--- config.mk ---
export PLATFORM = sky130hd
export DESIGN_NAME = paddle_sprite
export DESIGN_NICKNAME = d
export VERILOG_FILES = /design/src/rtl/paddle_sprite.sv
export SDC_FILE = /design/constraint.sdc
export NUM_CORES = 1
export LEC_CHECK = 0
export BUFFER_PORTS_ARGS = -buffer_cell sky130_fd_sc_hd__buf_2
export CORE_MARGIN = 4
export CORE_UTILIZATION = 30
export CTS_BUF_LIST = sky130_fd_sc_hd__clkbuf_4
export DETAILED_ROUTE_END_ITERATION = 6
export PLACE_DENSITY = 0.5
export SYNTH_ARGS = -nofsm -noshare
export SYNTH_HDL_FRONTEND = slang
export SYNTH_SLANG_ARGS = --single-unit
--- constraint.sdc ---
create_clock -name i_clk -period 3.9 [get_ports i_clk]
set_input_delay 0.195 -clock i_clk [delete_from_list [all_inputs] [get_ports i_clk]]
set_output_delay 0.195 -clock i_clk [all_outputs]
set_load 0.02 [all_outputs]
--- src/rtl/paddle_sprite.sv ---
// paddle_sprite: two-stage pixel renderer for the Curveball paddle.
// Positions are double-buffered so they change only at frame_start, and a
// small FSM alternates the fill colour for a number of frames after a hit.
module paddle_sprite #(
    parameter int unsigned PAD_W        = 24,
    parameter int unsigned PAD_H        = 18,
    parameter int unsigned CORNER       = 3,
    parameter int unsigned BORDER       = 1,
    parameter int unsigned FLASH_FRAMES = 8
) (
    input  logic        i_clk,
    input  logic        i_rst_n,
    input  logic [15:0] i_x_loc,
    input  logic [15:0] i_y_loc,
    input  logic        i_loc_valid,
    input  logic        i_frame_start,
    input  logic        i_hit,
    input  logic [15:0] i_pixel_x,
    input  logic [15:0] i_pixel_y,
    input  logic        i_pixel_valid,
    output logic [23:0] o_color,
    output logic        o_color_valid,
    output logic        o_in_paddle
);

    localparam logic [15:0] PW     = 16'(PAD_W);
    localparam logic [15:0] PH     = 16'(PAD_H);
    localparam logic [15:0] HALF_W = 16'(PAD_W / 2);
    localparam logic [15:0] HALF_H = 16'(PAD_H / 2);
    localparam logic [16:0] CORN   = 17'(CORNER);
    localparam logic [15:0] BRD    = 16'(BORDER);
    localparam logic [7:0]  FLASH_CNT = 8'(FLASH_FRAMES);

    localparam logic [23:0] BLACK = 24'h000000;
    localparam logic [23:0] RED   = 24'hFF0000;
    localparam logic [23:0] GRAY  = 24'hD3D3D3;
    localparam logic [23:0] WHITE = 24'hFFFFFF;

    localparam logic [0:0] ST_IDLE  = 1'b0;
    localparam logic [0:0] ST_FLASH = 1'b1;

    // Position shadow registers
    logic [15:0] r_x_pend, r_y_pend, r_x_act, r_y_act;

    // Flash FSM
    logic [0:0] r_state, w_state_d;
    logic [7:0] r_cnt, w_cnt_d;
    logic       r_phase, w_phase_d;

    // Stage 1 pipeline
    logic        r_s1_inside, r_s1_cx, r_s1_cy, r_s1_valid, r_s1_phase;
    logic [15:0] r_s1_fx, r_s1_fy;

    // Stage 2 outputs
    logic [23:0] r_color;
    logic        r_color_valid, r_in_paddle;

    logic [15:0] w_dx, w_dy, w_fx, w_fy;
    logic        w_inside;
    logic [16:0] w_sum;
    logic [23:0] w_color;
    logic        w_in_paddle;

    // Pending/active position: a same-cycle load bypasses pending into active
    always_ff @(posedge i_clk or negedge i_rst_n) begin
        if (!i_rst_n) begin
            r_x_pend <= '0;
            r_y_pend <= '0;
            r_x_act  <= '0;
            r_y_act  <= '0;
        end else begin
            if (i_loc_valid) begin
                r_x_pend <= i_x_loc;
                r_y_pend <= i_y_loc;
            end
            if (i_frame_start) begin
                r_x_act <= i_loc_valid ? i_x_loc : r_x_pend;
                r_y_act <= i_loc_valid ? i_y_loc : r_y_pend;
            end
        end
    end

    // Flash next-state: hit always wins over a coincident frame_start
    always_comb begin
        w_state_d = r_state;
        w_cnt_d   = r_cnt;
        w_phase_d = r_phase;
        if (i_hit) begin
            w_state_d = ST_FLASH;
            w_cnt_d   = FLASH_CNT;
            w_phase_d = 1'b1;
        end else if (r_state == ST_FLASH && i_frame_start) begin
            if (r_cnt == 8'd1) begin
                w_state_d = ST_IDLE;
                w_cnt_d   = 8'd0;
                w_phase_d = 1'b0;
            end else begin
                w_cnt_d   = r_cnt - 8'd1;
                w_phase_d = ~r_phase;
            end
        end
    end

    // Flash state registers
    always_ff @(posedge i_clk or negedge i_rst_n) begin
        if (!i_rst_n) begin
            r_state <= ST_IDLE;
            r_cnt   <= '0;
            r_phase <= 1'b0;
        end else begin
            r_state <= w_state_d;
            r_cnt   <= w_cnt_d;
            r_phase <= w_phase_d;
        end
    end

    // The >= compares reject pixels left/above the paddle that wrap into range
    assign w_dx     = i_pixel_x - r_x_act;
    assign w_dy     = i_pixel_y - r_y_act;
    assign w_inside = (i_pixel_x >= r_x_act) && (w_dx < PW) &&
                      (i_pixel_y >= r_y_act) && (w_dy < PH);
    assign w_fx     = (w_dx < HALF_W) ? w_dx : (PW - 16'd1 - w_dx);
    assign w_fy     = (w_dy < HALF_H) ? w_dy : (PH - 16'd1 - w_dy);

    // Stage 1: phase travels with the pixel so it matches presentation time
    always_ff @(posedge i_clk or negedge i_rst_n) begin
        if (!i_rst_n) begin
            r_s1_inside <= 1'b0;
            r_s1_fx     <= '0;
            r_s1_fy     <= '0;
            r_s1_cx     <= 1'b0;
            r_s1_cy     <= 1'b0;
            r_s1_valid  <= 1'b0;
            r_s1_phase  <= 1'b0;
        end else begin
            r_s1_inside <= w_inside;
            r_s1_fx     <= w_fx;
            r_s1_fy     <= w_fy;
            r_s1_cx     <= (w_dx == HALF_W);
            r_s1_cy     <= (w_dy == HALF_H);
            r_s1_valid  <= i_pixel_valid;
            r_s1_phase  <= r_phase;
        end
    end

    assign w_sum = {1'b0, r_s1_fx} + {1'b0, r_s1_fy};

    // Stage 2 classification, first match wins
    always_comb begin
        w_color     = BLACK;
        w_in_paddle = 1'b0;
        if (!r_s1_inside || w_sum < CORN) begin
            w_color     = BLACK;
            w_in_paddle = 1'b0;
        end else if (w_sum == CORN || r_s1_fx < BRD || r_s1_fy < BRD) begin
            w_color     = RED;
            w_in_paddle = 1'b1;
        end else if (r_s1_cx || r_s1_cy) begin
            w_color     = RED;
            w_in_paddle = 1'b1;
        end else begin
            w_color     = r_s1_phase ? WHITE : GRAY;
            w_in_paddle = 1'b1;
        end
    end

    // Stage 2 output registers
    always_ff @(posedge i_clk or negedge i_rst_n) begin
        if (!i_rst_n) begin
            r_color       <= BLACK;
            r_color_valid <= 1'b0;
            r_in_paddle   <= 1'b0;
        end else begin
            r_color       <= w_color;
            r_color_valid <= r_s1_valid;
            r_in_paddle   <= w_in_paddle;
        end
    end

    assign o_color       = r_color;
    assign o_color_valid = r_color_valid;
    assign o_in_paddle   = r_in_paddle;

endmodule
==> reports/qor.yml, run 1 <==
clock_tree:
  clk_pin_slew_ns: 0.11
  htreeDepth: 4
  cts_tree: "yes"
  cts_buffer_depth: 2
  clock_sinks: 116
  clock_latency_ns: 0.53
  root_buffer: "clkbuf_4"
  cts-buffers-inserted: 17
  cts_setup_buffers: 0
route:
  vias: 6099
  drc_errors: 0
  wl_um: 18150
  dr.pass1.iters: 5
  drt-initial-drc-count: 226
  vias_per_cell: 4.852
  post_drt_wl_per_cell_um: 14.44
  antenna_left: 0
critical_path:
  worstPathCellList: "inv_1, ha_1, a21o_1, a21o_1, a21o_1, or3_1, a221o_1, or4_4, or4_1, o32a_1"
  r2r_slack_ns: 0.21
  worstReg2RegEnd: "r_s1_fy[2]$_DFF_PN0_"
  start_kind: "flop"
  end_kind: "flop"
  path_class: "flop to flop"
  crit_top_cell: "a21o_1"
  path_max_fanout: 4
  timing.rr.start: "r_y_act[6]$_DFFE_PN0P_"
  critical_path_arrival_ns: 4.11
  rr_worst_depth: 10
  crit_path_top_delay_cell: "or4_1"
  cp_slowest_stage_delay_ns: 0.60
  critPathRequiredTime_ns: 4.32
global_route:
  gr-total-overflow: 0
  busiest_layer: "met2"
  grt_pass1_wl_um: 30170
  grt_use_total: 0.1373
  antenna_found_initial: 3
  grt_pass1_vias: 5966
  globalRouteMet1Util: 0.1889
  grt_start_max_net_pins: 65
  use_met2: 0.2207
  grt_use_met3: 0.02780
synthesis:
  seq_area_frac_synth: 0.3896
  synth_area_per_cell_sq_um: 9.267
  synth_warnings: 0
  netlist_area_sq_mm: 0.007451
  ys_ff_latch: 116
  ys.flop_type: "dfrtp_1"
  ys_async_sr_fraction: 1.000
  synth_cells: 804
  synth_cell_types: 59
  synth-edff-count: 0
  synth_nets: 929
pwr:
  leakagePower_nw: 4.005
  ir_worst_vdd_v: 0.0001997
  powerDensity_mw_per_mm2: 530.7
sta:
  finalCritPeriodShare: 0.9472
  max_clock_freq_mhz: 270.7
  period_needed_ns: 3.694
  fin_ws_ns: 0.2058
  final.setup_skew_ns: 0.02256
  worst_pin_slew_ns: 0.8128
  hold_slack_ns: 0.1279
  finalSetupViolations: 0
  hold_violations: 0
  finalSetupTns_ns: 0
  finalMaxSlewViolations: 0
  slew_headroom: 0.4581
job:
  max_cap_violations: 0
floorplan:
  dieArea_sq_mm: 0.02742
  rows: 57
  core_sq_mm: 0.02439
  ios: 96
  die_w_um: 165.6
  die-height_um: 165.6
  initial_utilization: 0.3055
layout:
  final_area_sq_mm: 0.008797
  multi_input_area_sq_mm: 0.004116
  fillers: 2560
  drive_above_1_share: 0.1985
  area_growth_pct: 18.07
  register_area_sq_mm: 0.002903
  final_nets: 1045
  utilization: 0.3607
min_path:
  hp-class: "primary input to async pin"
placement:
  place_area_sq_mm: 0.008147
  post-dp-hpwl_um: 14170
  io_buffers: 95
  gp_congestion: 0.8478
  preCtsSetupSlack_ns: 0.07862
status:
  outcome: "finished, final reports clean"
==> Yosys cell counts (all sizes together), types with 21 or more instances <==
library cell | instances | area, sq um
a21o | 21 | 157.7
a21oi | 57 | 285.3
buf | 29 | 195.2
dfrtp | 116 | 2903
ha | 52 | 650.6
inv | 55 | 206.5
mux2 | 37 | 416.7
nand2 | 66 | 247.7
nor2 | 43 | 161.4
o21ai | 71 | 355.3
xnor2 | 26 | 227.7
xor2 | 24 | 210.2
==> report_power, final <==
group          leakage [nW]  internal (mW)  total (mW)  switching, mW
clock network         0.134          0.380       0.867          0.487
registers              1.39           1.42        1.56          0.145
logic                  2.48          0.938        2.24           1.30
==> per-layer routing <==
metal,vias to the layer above,share of wire
met5,-,0.00083
met4,2,0.0093
met2,100,0.46
met1,2887,0.49
met3,15,0.034
li1,3095,-
==> worst max path at each step <==
stage               cells after the start               endpoint                    from  slack, ns
floorplan                              11   r_s1_fy[2]$_DFF_PN0_  r_y_act[6]$_DFFE_PN0P_       0.29
global placement                       13   r_s1_fy[2]$_DFF_PN0_            i_pixel_y[0]       0.08
detailed placement                     13   r_s1_fy[2]$_DFF_PN0_            i_pixel_y[0]       0.08
CTS                                    11   r_s1_fy[2]$_DFF_PN0_  r_y_act[0]$_DFFE_PN0P_       0.05
global route                           12  r_s1_inside$_DFF_PN0_  r_y_act[0]$_DFFE_PN0P_     -0.008
finish                                 10   r_s1_fy[2]$_DFF_PN0_  r_y_act[6]$_DFFE_PN0P_       0.21
==> timing repair <==
item,CTS,global route
setup endpoints to repair,0,5
gates resized for setup,0,5
hold buffers,36,0
hold endpoints to repair,101,0
==> worst max-delay path: cells and delay by family, from the launching register on <==
family,cells,cell delay (ns)
AND/OR/NAND/NOR,3,1.53
AO/OA/AOI/OAI,5,1.38
flip-flops,1,0.37
adder cells (fa/ha/maj),1,0.24
buffers and inverters,1,0.07
==> cell families after synthesis <==
family / after synthesis / synth area share
multiplexers: 37 / 0.05592
AND/OR/NAND/NOR: 235 / 0.1602
XOR/XNOR: 50 / 0.05877
buffers and inverters: 96 / 0.05995
AO/OA/AOI/OAI: 215 / 0.1802
adder cells (fa/ha/maj): 55 / 0.09538
flip-flops: 116 / 0.3896
==> through the flow <==
stage / total power [mW] / std cells
final: 4.669 / 1257
after global routing: 5.062 / 1257
after CTS: 4.704 / 1256
after detailed placement: 3.786 / 1189
after global placement: 3.795 / 1189
after floorplan: 3.212 / 804
==> cell usage in the layout (no fill, tap or decap), types with 4 or more instances in the layout <==
| cell | instances |
|---|---|
| a211o_1 | 5 |
| a211oi_1 | 4 |
| a21o_1 | 21 |
| a21oi_1 | 55 |
| a31oi_1 | 6 |
| and2_1 | 10 |
| and3_1 | 11 |
| and4_1 | 4 |
| buf_2 | 94 |
| buf_4 | 8 |
| clkbuf_4 | 18 |
| clkinvlp_4 | 5 |
| dfrtp_1 | 116 |
| dlygate4sd3_1 | 36 |
| ha_1 | 52 |
| inv_1 | 55 |
| mux2_2 | 37 |
| nand2_1 | 66 |
| nand2b_1 | 7 |
| nand3_1 | 11 |
| nand3b_1 | 4 |
| nand4_1 | 10 |
| nor2_1 | 43 |
| nor2b_1 | 7 |
| nor3_1 | 18 |
| nor4_1 | 19 |
| o211ai_1 | 7 |
| o21a_1 | 7 |
| o21ai_0 | 69 |
| o21bai_1 | 4 |
| o22ai_1 | 4 |
| or2_2 | 8 |
| or3_1 | 10 |
| xnor2_1 | 26 |
| xor2_1 | 24 |
==> final cells by class <==
cell class / instances / area share
tap: 324 / 0.04608
clock inverter: 13 / 0.01564
clock buffer: 18 / 0.01536
multi-input combinational: 592 / 0.4679
inverter: 55 / 0.02347
antenna: 1 / 0.0002845
sequential: 116 / 0.3300
timing repair buffer: 138 / 0.1013
==> flip-flops by register name (all words and copies together), names as in the netlist <==
| signal | flops |
|---|---|
| r_s1_fx | 16 |
| r_s1_fy | 16 |
| r_x_act | 16 |
| r_x_pend | 16 |
| r_y_act | 16 |
| r_y_pend | 16 |
| r_cnt | 8 |
| o_color | 4 |
| o_color_valid | 1 |
| r_phase | 1 |
| r_s1_cx | 1 |
| r_s1_cy | 1 |
| r_s1_inside | 1 |
| r_s1_phase | 1 |
| r_s1_valid | 1 |
| r_state | 1 |
No activity file was read; power rests on OpenSTA's default activity.
==> run 2: changes to the inputs <==
--- a/config.mk
+++ b/config.mk
@@ -10,7 +10,8 @@
 export CORE_UTILIZATION = 30
 export CTS_BUF_LIST = sky130_fd_sc_hd__clkbuf_4
 export DETAILED_ROUTE_END_ITERATION = 6
-export PLACE_DENSITY = 0.5
+export HOLD_SLACK_MARGIN = 0.15
+export PLACE_DENSITY_LB_ADDON = 0.3
 export SYNTH_ARGS = -nofsm -noshare
 export SYNTH_HDL_FRONTEND = slang
 export SYNTH_SLANG_ARGS = --single-unit
==> run 2 against run 1 <==
Total power is 1.4% higher; sequential power hardly changed; clock power is 7.3% higher; final cell count is 0.72% higher; hold slack better by 0.088 ns; sequential share of layout area is 0.37 points lower; global-route usage hardly changed; die area stayed put; fmax is 0.37% higher; count of clock-buffer cells in the layout stayed put; critical path depth is 2 higher; first-iteration DRC count is 26% higher; largest power group unchanged.
==> reports/qor.yml, run 2 (synthesized netlist as in run 1, its figures left out) <==
layout:
  utilization: 0.3647
  final_cell_mix: "116 x dfrtp_1, 94 x buf_2, 69 x o21ai_0, 66 x nand2_1, 55 x inv_1"
  fillers: 2537
  drive_above_1_share: 0.1970
  final_nets: 1051
  area_growth_pct: 19.40
  final_common_cell: "dfrtp_1"
global_route:
  grt_pass1_vias: 6015
  grt_use_total: 0.1377
  grt_start_max_net_pins: 65
  grt_pass1_wl_um: 30040
  gr-total-overflow: 0
  antenna_found_initial: 3
floorplan:
  core_sq_mm: 0.02439
  rows: 57
  die_w_um: 165.6
  die-height_um: 165.6
  dieArea_sq_mm: 0.02742
  ios: 96
  initial_utilization: 0.3055
placement:
  post-dp-hpwl_um: 13850
  io_buffers: 95
  gp_congestion: 0.8436
  preCtsSetupSlack_ns: 0.09507
job:
  max_cap_violations: 0
sta:
  fin_ws_ns: 0.2193
  finalMaxSlewViolations: 0
  slew_headroom: 0.4430
  worst_pin_slew_ns: 0.8278
  final.setup_skew_ns: 0.01703
  hold_violations: 0
  finalSetupViolations: 0
  finalCritPeriodShare: 0.9438
  finalSetupTns_ns: 0
  period_needed_ns: 3.681
  max_clock_freq_mhz: 271.7
critical_path:
  rr_worst_depth: 12
  critical_path_arrival_ns: 4.12
  worstSetupStartpoint: "r_y_act[0]$_DFFE_PN0P_"
  end_kind: "flop"
  worstReg2RegEnd: "r_s1_inside$_DFF_PN0_"
  r2r_slack_ns: 0.22
  start_kind: "flop"
  path_max_fanout: 5
  critPathRequiredTime_ns: 4.34
  endpoint: "r_s1_inside$_DFF_PN0_"
  path_class: "flop to flop"
  timing.rr.start: "r_y_act[0]$_DFFE_PN0P_"
clock_tree:
  htreeDepth: 4
  clock_sinks: 116
  cts_setup_buffers: 0
  cts-buffers-inserted: 17
  root_buffer: "clkbuf_4"
  cts_tree: "yes"
  clk_pin_slew_ns: 0.11
  cts_buffer_depth: 2
  clock_latency_ns: 0.54
route:
  antenna_left: 0
  dr.pass1.iters: 7
  drc_errors: 0
  vias_per_cell: 4.859
  drt-initial-drc-count: 284
  post_drt_wl_per_cell_um: 14.39
  vias: 6151
  wl_um: 18210
pwr:
  powerDensity_mw_per_mm2: 532.2
  ir_worst_vdd_v: 0.0001910
  leakagePower_nw: 4.057
min_path:
  hp-class: "primary input to flop"
status:
  outcome: "finished, final reports clean"
-- run 2: cell types whose count changed in the layout (fill, tap and decap cells not counted) --
cell	before	now
dlygate4sd3_1	36	41
a21oi_1	55	54
clkinv_1	1	3
clkinvlp_4	5	2
o21ai_1	0	1
a21oi_2	2	3
buf_12	0	1
bufinv_16	2	3
o21ai_2	2	1
inv_6	0	1
diode_2	1	3
-- run 2: worst max-delay path: stages, from the launching register on --
cell and delay, ns:
dfrtp_1 0.37, ha_1 0.18, inv_1 0.06, fa_1 0.41, a21oi_2 0.18, o21ai_2 0.13, a211oi_1 0.19, o21ai_0 0.12
a221o_1 0.41, or4_4 0.58, or3_4 0.41, or2_0 0.25, a2111oi_2 0.28
-- run 2: routing by layer --
metal / routed length [um] / share of wire / vias up / track usage
met1: 8588 / 0.47 / 2890 / 0.1820
met2: 8653 / 0.48 / 134 / 0.2225
li1: - / - / 3111 / -
met4: 328 / 0.018 / 0 / 0.05024
met3: 642 / 0.035 / 16 / 0.02929
met5: 0 / 0 / - / 0
-- run 2: worst min path at each step --
stage                  start                     to  slack [ns]  cells past startpoint
2_1_floorplan        i_rst_n  o_color[13]$_DFF_PN0_       -0.10                      0
3_3_place_gp         i_rst_n  r_x_pend[9]$_DFF_PN0_        0.17                      1
3_5_place_dp         i_rst_n  r_x_pend[9]$_DFF_PN0_        0.17                      1
4_1_cts        i_frame_start   r_cnt[2]$_DFFE_PN0P_        0.16                      4
5_1_grt        i_frame_start    r_phase$_DFFE_PN0P_        0.20                      4
6_report       i_frame_start    r_phase$_DFFE_PN0P_        0.22                      4
-- run 2: power by group --
group / switching, mW / internal, mW
clock network: 0.483 / 0.447
logic: 1.30 / 0.944
registers: 0.146 / 1.42
-- run 2: repair_timing --
action                                  4_1_cts  5_1_grt
hold buffers                                 42        0
endpoints found under the setup margin        0        4
gates resized for setup                       0        5
hold endpoints to repair                    196        0
-- run 2: metrics by stage --
step | std cells | area [sq um] | power (mW) | hold slack [ns]
4_1_cts | 1263 | 8874 | 4.759 | 0.1629
2_1_floorplan | 804 | 7451 | 3.212 | -0.1006
5_1_grt | 1265 | 8894 | 5.121 | 0.1965
3_5_place_dp | 1189 | 8147 | 3.765 | 0.1702
6_report | 1266 | 8896 | 4.735 | 0.2157
3_3_place_gp | 1189 | 8147 | 3.765 | 0.1720
-- run 2: final cells by class --
cell class | count | area [sq um] | share of cell area
repair buffers | 144 | 960.9 | 0.1080
clock inverters | 14 | 161.4 | 0.01814
diodes | 3 | 7.507 | 0.0008439
flip-flops and latches | 116 | 2903 | 0.3263
clock buffers | 18 | 135.1 | 0.01519
multi-input cells | 592 | 4116 | 0.4627
well taps | 324 | 405.4 | 0.04557
inverters | 55 | 206.4 | 0.02321
==> run 3: changes to the inputs <==
--- a/config.mk
+++ b/config.mk
@@ -6,7 +6,8 @@
 export NUM_CORES = 1
 export LEC_CHECK = 0
 export BUFFER_PORTS_ARGS = -buffer_cell sky130_fd_sc_hd__buf_2
-export CORE_MARGIN = 4
+export CAP_MARGIN = 20
+export CORE_MARGIN = 2
 export CORE_UTILIZATION = 30
 export CTS_BUF_LIST = sky130_fd_sc_hd__clkbuf_4
 export DETAILED_ROUTE_END_ITERATION = 6
==> run 3 against run 2 <==
Sequential share of layout area grew 0.21 points; sequential power about the same; first-iteration DRC count fell by 6.3%; fmax shrank 0.65%; highest routed layer unchanged; final cell count is 0.47% lower; final area decreased by 0.63%; global-route usage increased by 0.75 points; largest cell class unchanged; setup slack worse by 0.024 ns; count of clock-buffer cells in the layout unchanged.
==> reports/qor.yml, run 3 (synthesized netlist as in run 1, its figures left out) <==
critical_path:
  end_kind: "flop"
  start_kind: "flop"
  worstPathCellList: "inv_1, ha_1, a21o_1, a21o_1, a21o_1, or3_1, a221o_1, or4_4, or4_1, o32a_1"
  crit_path_top_delay_cell: "or4_1"
  crit_top_cell: "a21o_1"
  cp_slowest_stage_delay_ns: 0.59
  critPathTopFamily: "simple AND/OR/NAND/NOR gates"
  critical_path_arrival_ns: 4.11
  cp_num_buf_inv: 1
  path_max_fanout: 4
  critPathRequiredTime_ns: 4.31
  path_class: "flop to flop"
route:
  drt-initial-drc-count: 266
  vias: 6173
  wl_um: 18570
  antenna_left: 0
  dr.pass1.iters: 5
  post_drt_wl_per_cell_um: 14.74
  vias_per_cell: 4.899
  drc_errors: 0
min_path:
  hp-class: "primary input to flop"
layout:
  final_cell_mix: "116 x dfrtp_1, 94 x buf_2, 69 x o21ai_0, 66 x nand2_1"
  fillers: 2467
  final_common_cell: "dfrtp_1"
  final_cells: 1260
  area_growth_pct: 18.64
  drive_above_1_share: 0.1970
  utilization: 0.3635
  final_nets: 1047
pwr:
  ir_worst_vdd_v: 0.0002476
  leakagePower_nw: 4.019
  powerDensity_mw_per_mm2: 538.5
clock_tree:
  cts_tree: "yes"
  cts-buffers-inserted: 17
  cts_buffer_depth: 2
  clk_pin_slew_ns: 0.10
  clock_sinks: 116
  cts_setup_buffers: 0
  htreeDepth: 4
  root_buffer: "clkbuf_4"
  clock_latency_ns: 0.54
placement:
  dp_cells: 1189
  post-dp-hpwl_um: 14130
  preCtsSetupSlack_ns: 0.08045
  gp_congestion: 0.8424
  io_buffers: 95
job:
  max_cap_violations: 0
global_route:
  grt_pass1_wl_um: 30030
  grt_use_total: 0.1452
  grt_pass1_vias: 5950
  gr-total-overflow: 0
  use_met2: 0.2265
  globalRouteMet1Util: 0.1989
  grt_use_met3: 0.02619
  busiest_layer: "met2"
  grt_start_max_net_pins: 66
  antenna_found_initial: 2
sta:
  finalSetupViolations: 0
  rsz0062_at_grt: "false"
  finalCritPeriodShare: 0.9500
  worst_pin_slew_ns: 0.8852
  hold_violations: 0
  slew_headroom: 0.4044
  fin_ws_ns: 0.1952
  max_clock_freq_mhz: 269.9
  final.setup_skew_ns: 0.02470
  finalSetupTns_ns: 0
  finalMaxSlewViolations: 0
  period_needed_ns: 3.705
floorplan:
  ios: 96
  initial_utilization: 0.3064
  die_w_um: 161.6
  die-height_um: 161.6
  dieArea_sq_mm: 0.02611
  core_sq_mm: 0.02432
  rows: 57
status:
  outcome: "finished, final reports clean"
## run 3: cell types whose count changed in the layout (fill, tap and decap cells not counted)
cell | previous run | this run
clkinvlp_4 | 2 | 6
dlygate4sd3_1 | 41 | 38
clkinv_1 | 3 | 1
a21oi_1 | 54 | 55
a21oi_2 | 3 | 2
buf_12 | 1 | 0
clkinv_2 | 2 | 1
clkinv_4 | 3 | 2
diode_2 | 3 | 2
inv_6 | 1 | 0
## run 3: cell type report
| class | instances | area [sq um] | area share |
|---|---|---|---|
| Antenna cell | 2 | 5.005 | 0.0005662 |
| Clock buffer | 18 | 135.1 | 0.01529 |
| Tap cell | 324 | 405.4 | 0.04586 |
| Sequential cell | 116 | 2903 | 0.3284 |
| Timing Repair Buffer | 140 | 910.9 | 0.1030 |
| Multi-Input combinational cell | 592 | 4113 | 0.4653 |
| Clock inverter | 13 | 161.4 | 0.01826 |
| Inverter | 55 | 206.4 | 0.02335 |
## run 3: worst min-delay path, stage by stage
cell and delay, ns:
buf_2 0.12, inv_1 0.07, fa_1 0.21, xor2_1 0.07
## run 3: metrics by stage
step	hold slack (ns)	instance area (sq um)	power, mW
floorplan	-0.1006	7451	3.212
global placement	0.3027	8147	3.782
detailed placement	0.3046	8147	3.788
CTS	0.1541	8823	4.788
global route	0.1837	8840	5.147
finish	0.1952	8840	4.760
## run 3: power breakdown
| group | switching (mW) | internal [mW] | total (mW) | leakage, nW |
|---|---|---|---|---|
| registers | 0.149 | 1.42 | 1.57 | 1.39 |
| clock network | 0.494 | 0.445 | 0.939 | 0.140 |
| logic | 1.31 | 0.939 | 2.25 | 2.49 |
| total | 1.96 | 2.80 | 4.76 | 4.02 |
## run 3: per-layer routing
| layer | share of wire | wire length (um) |
|---|---|---|
| met1 | 0.49 | 9018 |
| met2 | 0.46 | 8522 |
| met3 | 0.031 | 571 |
| met4 | 0.025 | 460 |
| met5 | 0 | 0 |
## run 3: worst paths after layout
check / startpoint / to / slack, ns / depth (start not counted)
worst min register to register: r_s1_valid$_DFF_PN0_ / o_color_valid$_DFF_PN0_ / 0.36 / 0
min in group asynchronous: i_rst_n / r_y_pend[0]$_DFF_PN0_ / 0.28 / 2
worst max-delay path: r_y_act[6]$_DFFE_PN0P_ / r_s1_fy[2]$_DFF_PN0_ / 0.20 / 10
max in group asynchronous: i_rst_n / r_x_pend[6]$_DFF_PN0_ / 2.69 / 3
worst min-delay path: i_pixel_x[1] / r_s1_fx[1]$_DFF_PN0_ / 0.20 / 4
worst max register to register: r_y_act[6]$_DFFE_PN0P_ / r_s1_fy[2]$_DFF_PN0_ / 0.20 / 10
## run 3: timing repair
action,4_1_cts,5_1_grt
hold buffers,38,0
setup endpoints to repair,0,5
endpoints found under the hold margin,141,0
gates resized for setup,0,4
